[config.mk]
export PLATFORM = sky130hd
export DESIGN_NAME = uart_cmd_driver_flat
export DESIGN_NICKNAME = d
export VERILOG_FILES = /design/src/rtl/uart_cmd_driver_if.sv /design/src/rtl/uart_cmd_driver.sv /design/src/flat_wrapper.sv
export SDC_FILE = /design/constraint.sdc
export NUM_CORES = 1
export LEC_CHECK = 0
export BUFFER_PORTS_ARGS = -buffer_cell sky130_fd_sc_hd__buf_4
export CORE_UTILIZATION = 35
export CTS_BUF_LIST = sky130_fd_sc_hd__clkbuf_2
export DETAILED_ROUTE_END_ITERATION = 10
export HOLD_SLACK_MARGIN = 0.06
export PLACE_DENSITY = 0.68
export SLEW_MARGIN = 10
export SYNTH_ARGS = -nofsm -noshare
export SYNTH_HDL_FRONTEND = slang
export SYNTH_SLANG_ARGS = --single-unit
[constraint.sdc]
create_clock -name clk -period 2.97 [get_ports clk]
set_input_delay 0 -clock clk [delete_from_list [all_inputs] [get_ports clk]]
set_output_delay 0 -clock clk [all_outputs]
set_load 0.03 [all_outputs]
[src/rtl/uart_cmd_driver_if.sv]
// Request handshake between a host and uart_cmd_driver: one byte plus a 2-bit command per transfer.
interface uart_cmd_driver_if;
  logic       req_valid;
  logic [1:0] req_cmd;
  logic [7:0] req_data;
  logic       req_ready;

  modport master (output req_valid, output req_cmd, output req_data, input req_ready);
  modport slave  (input req_valid, input req_cmd, input req_data, output req_ready);
endinterface

[src/rtl/uart_cmd_driver.sv]
// Host-side driver for the 7-bit UART command bus: turns byte requests into 3-beat command
// sequences and issues the CONFIG reset command on request.
module uart_cmd_driver #(
  parameter int unsigned HoldCycles = 4,
  parameter int unsigned GapCycles  = 2,
  parameter int unsigned ResetHold  = 2
) (
  input  logic               clk,
  input  logic               reset,
  uart_cmd_driver_if.slave   req,
  input  logic               reset_req,
  output logic [6:0]         out7,
  output logic               busy,
  output logic               done_strobe
);

  localparam int unsigned MaxHg   = (HoldCycles > GapCycles) ? HoldCycles : GapCycles;
  localparam int unsigned MaxHold = (MaxHg > ResetHold) ? MaxHg : ResetHold;
  localparam int unsigned CntW    = $clog2(MaxHold + 1);

  localparam logic [6:0] IdleWord  = 7'b0000011;
  localparam logic [6:0] ResetWord = {5'b11000, 2'b01};

  localparam logic [2:0] StIdle = 3'd0;
  localparam logic [2:0] StB0   = 3'd1;
  localparam logic [2:0] StB1   = 3'd2;
  localparam logic [2:0] StB2   = 3'd3;
  localparam logic [2:0] StRst  = 3'd4;
  localparam logic [2:0] StGap  = 3'd5;

  logic [2:0]      state_q, state_d;
  logic [CntW-1:0] cnt_q, cnt_d;
  logic            pending_q, pending_d;
  logic [1:0]      cmd_q, cmd_d;
  logic [7:0]      data_q, data_d;
  logic            done_q, done_d;
  logic            cnt_zero;

  assign cnt_zero      = (cnt_q == '0);
  assign req.req_ready = !reset && (state_q == StIdle) && !pending_q && !reset_req;

  always_comb begin
    state_d   = state_q;
    cnt_d     = cnt_q;
    pending_d = pending_q;
    cmd_d     = cmd_q;
    data_d    = data_q;
    done_d    = 1'b0;
    case (state_q)
      StIdle: begin
        // A queued or fresh reset request beats a simultaneous transfer request.
        if (pending_q || reset_req) begin
          state_d   = StRst;
          cnt_d     = CntW'(ResetHold - 1);
          pending_d = 1'b0;
        end else if (req.req_valid) begin
          state_d = StB0;
          cnt_d   = CntW'(HoldCycles - 1);
          cmd_d   = req.req_cmd;
          data_d  = req.req_data;
        end
      end
      StB0, StB1: begin
        if (cnt_zero) begin
          state_d = (state_q == StB0) ? StB1 : StB2;
          cnt_d   = CntW'(HoldCycles - 1);
        end else begin
          cnt_d = cnt_q - CntW'(1);
        end
      end
      StB2, StRst: begin
        if (cnt_zero) begin
          state_d = StGap;
          cnt_d   = CntW'(GapCycles - 1);
          done_d  = 1'b1;
        end else begin
          cnt_d = cnt_q - CntW'(1);
        end
      end
      StGap: begin
        if (cnt_zero) begin
          state_d = StIdle;
          cnt_d   = '0;
        end else begin
          cnt_d = cnt_q - CntW'(1);
        end
      end
      default: begin
        state_d = StIdle;
        cnt_d   = '0;
      end
    endcase
    if (state_q != StIdle && reset_req) begin
      pending_d = 1'b1;
    end
  end

  always_ff @(posedge clk) begin
    if (reset) begin
      state_q   <= StIdle;
      cnt_q     <= '0;
      pending_q <= 1'b0;
      cmd_q     <= 2'b00;
      data_q    <= 8'h00;
      done_q    <= 1'b0;
    end else begin
      state_q   <= state_d;
      cnt_q     <= cnt_d;
      pending_q <= pending_d;
      cmd_q     <= cmd_d;
      data_q    <= data_d;
      done_q    <= done_d;
    end
  end

  always_comb begin
    out7 = IdleWord;
    case (state_q)
      StB0:    out7 = {2'b01, data_q[7:5], cmd_q};
      StB1:    out7 = {2'b10, data_q[4:2], cmd_q};
      StB2:    out7 = {3'b001, data_q[1:0], cmd_q};
      StRst:   out7 = ResetWord;
      default: out7 = IdleWord;
    endcase
  end

  assign busy        = (state_q != StIdle);
  assign done_strobe = done_q;

endmodule

[src/flat_wrapper.sv]
// flat-port wrapper written by rule: the top's interface ports become plain ports
module uart_cmd_driver_flat 
#(
  parameter int unsigned HoldCycles = 4,
  parameter int unsigned GapCycles  = 2,
  parameter int unsigned ResetHold  = 2
)
  (clk, reset, reset_req, out7, busy, done_strobe, req_req_valid, req_req_cmd, req_req_data, req_req_ready);
  uart_cmd_driver_if req_i ();
  input  logic clk;
  input  logic reset;
  input  logic reset_req;
  output logic [6:0] out7;
  output logic busy;
  output logic done_strobe;
  input wire logic [$bits(req_i.req_valid)-1:0] req_req_valid;
  input wire logic [$bits(req_i.req_cmd)-1:0] req_req_cmd;
  input wire logic [$bits(req_i.req_data)-1:0] req_req_data;
  output wire logic [$bits(req_i.req_ready)-1:0] req_req_ready;
  assign req_i.req_valid = req_req_valid;
  assign req_i.req_cmd = req_req_cmd;
  assign req_i.req_data = req_req_data;
  assign req_req_ready = req_i.req_ready;
  uart_cmd_driver #(.HoldCycles(HoldCycles), .GapCycles(GapCycles), .ResetHold(ResetHold)) u_core (.clk(clk), .reset(reset), .req(req_i), .reset_req(reset_req), .out7(out7), .busy(busy), .done_strobe(done_strobe));
endmodule
==> metrics.txt <==
status finished clean; final core occ a little over half; switching share of power 44.8%; part of the cycle the worst path needs 77.4%; htree depth 1; Sink Count 18; Reg2Reg Setup Slack 670 ps; largest net degree at the start of global routing 23; Hold Crit Endpoint u_core.pending_q; Yosys cell types 34; Seq pwr share approximately 39%; vias per std cell around 5.1; post-DP HPWL 1350 µm; num ports 24; power density cells 736 mW/mm²; DP Area 0.00113 mm²; Worst Path Max Fanout 22; Syn Inst Count 115; final hold vios 0; cell area after synthesis roughly 980 µm²; initial antenna violation count 0; design area 0.00137 mm²; Root Buffer Master clkbuf_2; power share of the clock group 9.9%; Ys Warns 0; Initial Utilization between 30% and 40%; first drt pass iteration count 5; post_cts resized 0; Pint around 0.56 mW; grt ovf 0; DR vias slightly above 900; reg2reg start u_core.state_q[1]; Max Root-Sink Buffers 2; Worst Setup End Kind flop; total power between 1 and 1.5 mW; Routed Antenna Nets 0; maximum VDD drop 0.680 mV; Final GP Congestion 0.844; Max Slew Vio Count 0; Seq/Total Area, Yosys a little under two fifths; die area roughly 0.003 mm²; Core Box Area around 0.0025 mm²; Die Height 54.8 µm; combinational fraction of design power approximately half; min-delay src reset_req; P_sw roughly 0.45 mW; syn_area_per_cell roughly 8.5 µm²; Worst R2R Path Depth 5; Seq cells post-synth 18; CP max stage delay 600 ps; setup tns final 0 ps; first-pass GRT wire length about 3700 µm; input/output buffers 23; minimum period implied by the final worst setup slack 2300 ps; Diodes inserted 0; Setup CP Type reg -> reg; drt initial violations 17; cell row count 18; setup ws final between 600 and 700 ps; vias in the first global route around 870; Place WS 1290 ps; Area growth, synth to finish 40.8%; DR DRC count 0; Die Wd around 55 µm; max cap viols 0; Startpoint Class flop; f_max about 0.43 GHz; Worst-Skew Late Latency ~290 ps; CTS buffer count 3; CP cell instances nor3_4, nand3_2, mux2i_1, nor2_1, dlygate4sd3_1; Final setup viols 0; hold crit path type in -> reg; Synth Net Count about 130; Slowest-stage cell, CP dfxtp_1; GRT Util Overall 17.2%; CTS tree built; Worst R2R End u_core.cmd_q[0]; relative slew slack a little under half; layout cells sized above 1 between 20% and 30%; Hold Path Depth 3; CTS clk-pin slew, worst paths 170 ps; worst path required time about 3200 ps; Static Leak between 0.6 and 0.7 nW; per-cell routed wire length around 12 µm; nets 171; final WL about 2300 µm; RSZ-0062 raised after global routing false; crit path DAT around 2500 ps; Setup Skew between 6 and 7 ps; transition time of the tightest slew-check pin ~800 ps
## power by group through the flow
| stage | Sequential [mW] | Combinational (mW) | Clock, mW |
|---|---|---|---|
| 4_1_cts | 0.387 | 0.515 | 0.104 |
| 2_1_floorplan | 0.328 | 0.427 | 0 |
| 5_1_grt | 0.404 | 0.562 | 0.117 |
| 3_3_place_gp | 0.391 | 0.468 | 0 |
| 3_5_place_dp | 0.393 | 0.474 | 0 |
| 6_report | 0.390 | 0.521 | 0.0999 |
## registers in the layout (all words and copies together) (netlist names)
| name | flops |
|---|---|
| u_core.done_strobe | 1 |
| u_core.pending_q | 1 |
| u_core.cnt_q | 3 |
| u_core.state_q | 3 |
| u_core.data_q | 8 |
| u_core.cmd_q | 2 |
## through the flow
| step | std cells | hold slack (ps) |
|---|---|---|
| 3_5_place_dp | 159 | 242 |
| 3_3_place_gp | 159 | 230 |
| 6_report | 185 | 64.8 |
| 5_1_grt | 185 | 70.0 |
| 4_1_cts | 185 | 61.1 |
| 2_1_floorplan | 115 | 119 |
## placed cells by master (no fill, tap or decap)
cell	n
nor3b_1	1
nand2b_1	2
or3_1	2
nor2b_1	3
mux2_2	2
nand3_1	1
o221ai_1	1
a22oi_1	1
mux2i_1	11
a21o_1	1
clkbuf_2	3
nand2_1	7
dlygate4sd3_1	23
xnor2_1	2
buf_4	23
inv_1	1
o21ai_0	3
o31ai_1	1
o21a_1	1
dfxtp_1	18
o22a_1	1
o32ai_1	1
nor2_1	21
nor3_4	2
a21oi_1	9
xor2_1	1
nor3_1	6
o211ai_1	1
nor4_1	1
nand3_2	1
nand4b_1	2
or2_1	1
nand3b_1	1
## worst max-delay path by stage
stage               slack (ps)               end              start  depth (start not counted)
floorplan                 1160     req_req_ready  u_core.state_q[2]                          4
global placement          1370  u_core.data_q[6]  u_core.state_q[1]                          4
detailed placement        1290   u_core.cmd_q[1]  u_core.state_q[1]                          4
CTS                        720  u_core.data_q[6]  u_core.state_q[1]                          5
global route               510  u_core.data_q[3]  u_core.state_q[1]                          5
finish                     670   u_core.cmd_q[0]  u_core.state_q[1]                          5
## final cells by class
class                           count  area (µm²)
Clock buffer                        3        15.0
Fill cell                         228        1170
Inverter                            1        3.75
Multi-Input combinational cell     87         554
Sequential cell                    18         360
Tap cell                           30        37.5
Timing Repair Buffer               46         403
## per-layer routing
layer | part of all wire [%] | vias up | GRT usage [%]
met3 | 4.9 | 0 | 2.78
met1 | 45 | 428 | 20.6
met5 | 0 | - | 0
met2 | 50 | 25 | 31.5
li1 | - | 482 | -
met4 | 0 | 0 | 3.42
## kinds of logic after synthesis
group,synth area share (%)
flip-flops,36.9
AND/OR/NAND/NOR,27.8
XOR/XNOR,2.69
buffers and inverters,6.28
multiplexers,13.6
AO/OA/AOI/OAI,12.7
## critical path: cells and delay by family (launching register included)
kind | cells | cell delay, ps
DFF | 1 | 600
muxes | 1 | 280
and+or+nand+nor | 3 | 770
buffers and inverters | 1 | 560
## timing repair
| item | CTS | global route |
|---|---|---|
| hold buffers | 23 | 0 |
| setup buffers | 0 | 0 |
| endpoints found under the hold margin | 17 | 0 |
## cells in the mapped netlist, drive strengths merged
master	number	area, µm²
o211ai	1	7.51
nand4b	2	17.5
nor3b	1	7.51
nor2b	3	18.8
o21ai	3	15.0
xnor2	2	17.5
mux2	2	22.5
a22oi	1	7.51
or3	2	12.5
a21oi	9	45.0
o221ai	1	8.76
xor2	1	8.76
nor3	8	62.6
inv	1	3.75
or2	1	6.26
nand3b	1	7.51
dfxtp	18	360
nand3	2	15.0
o32ai	1	8.76
nand2b	2	12.5
nor2	21	78.8
buf	7	50.1
nand2	7	26.3
o22a	1	8.76
o21a	1	7.51
mux2i	11	110
a21o	1	7.51
clkbuf	2	7.51
nor4	1	6.26
o31ai	1	7.51
Note: power is estimated with default switching activity, not from simulation.
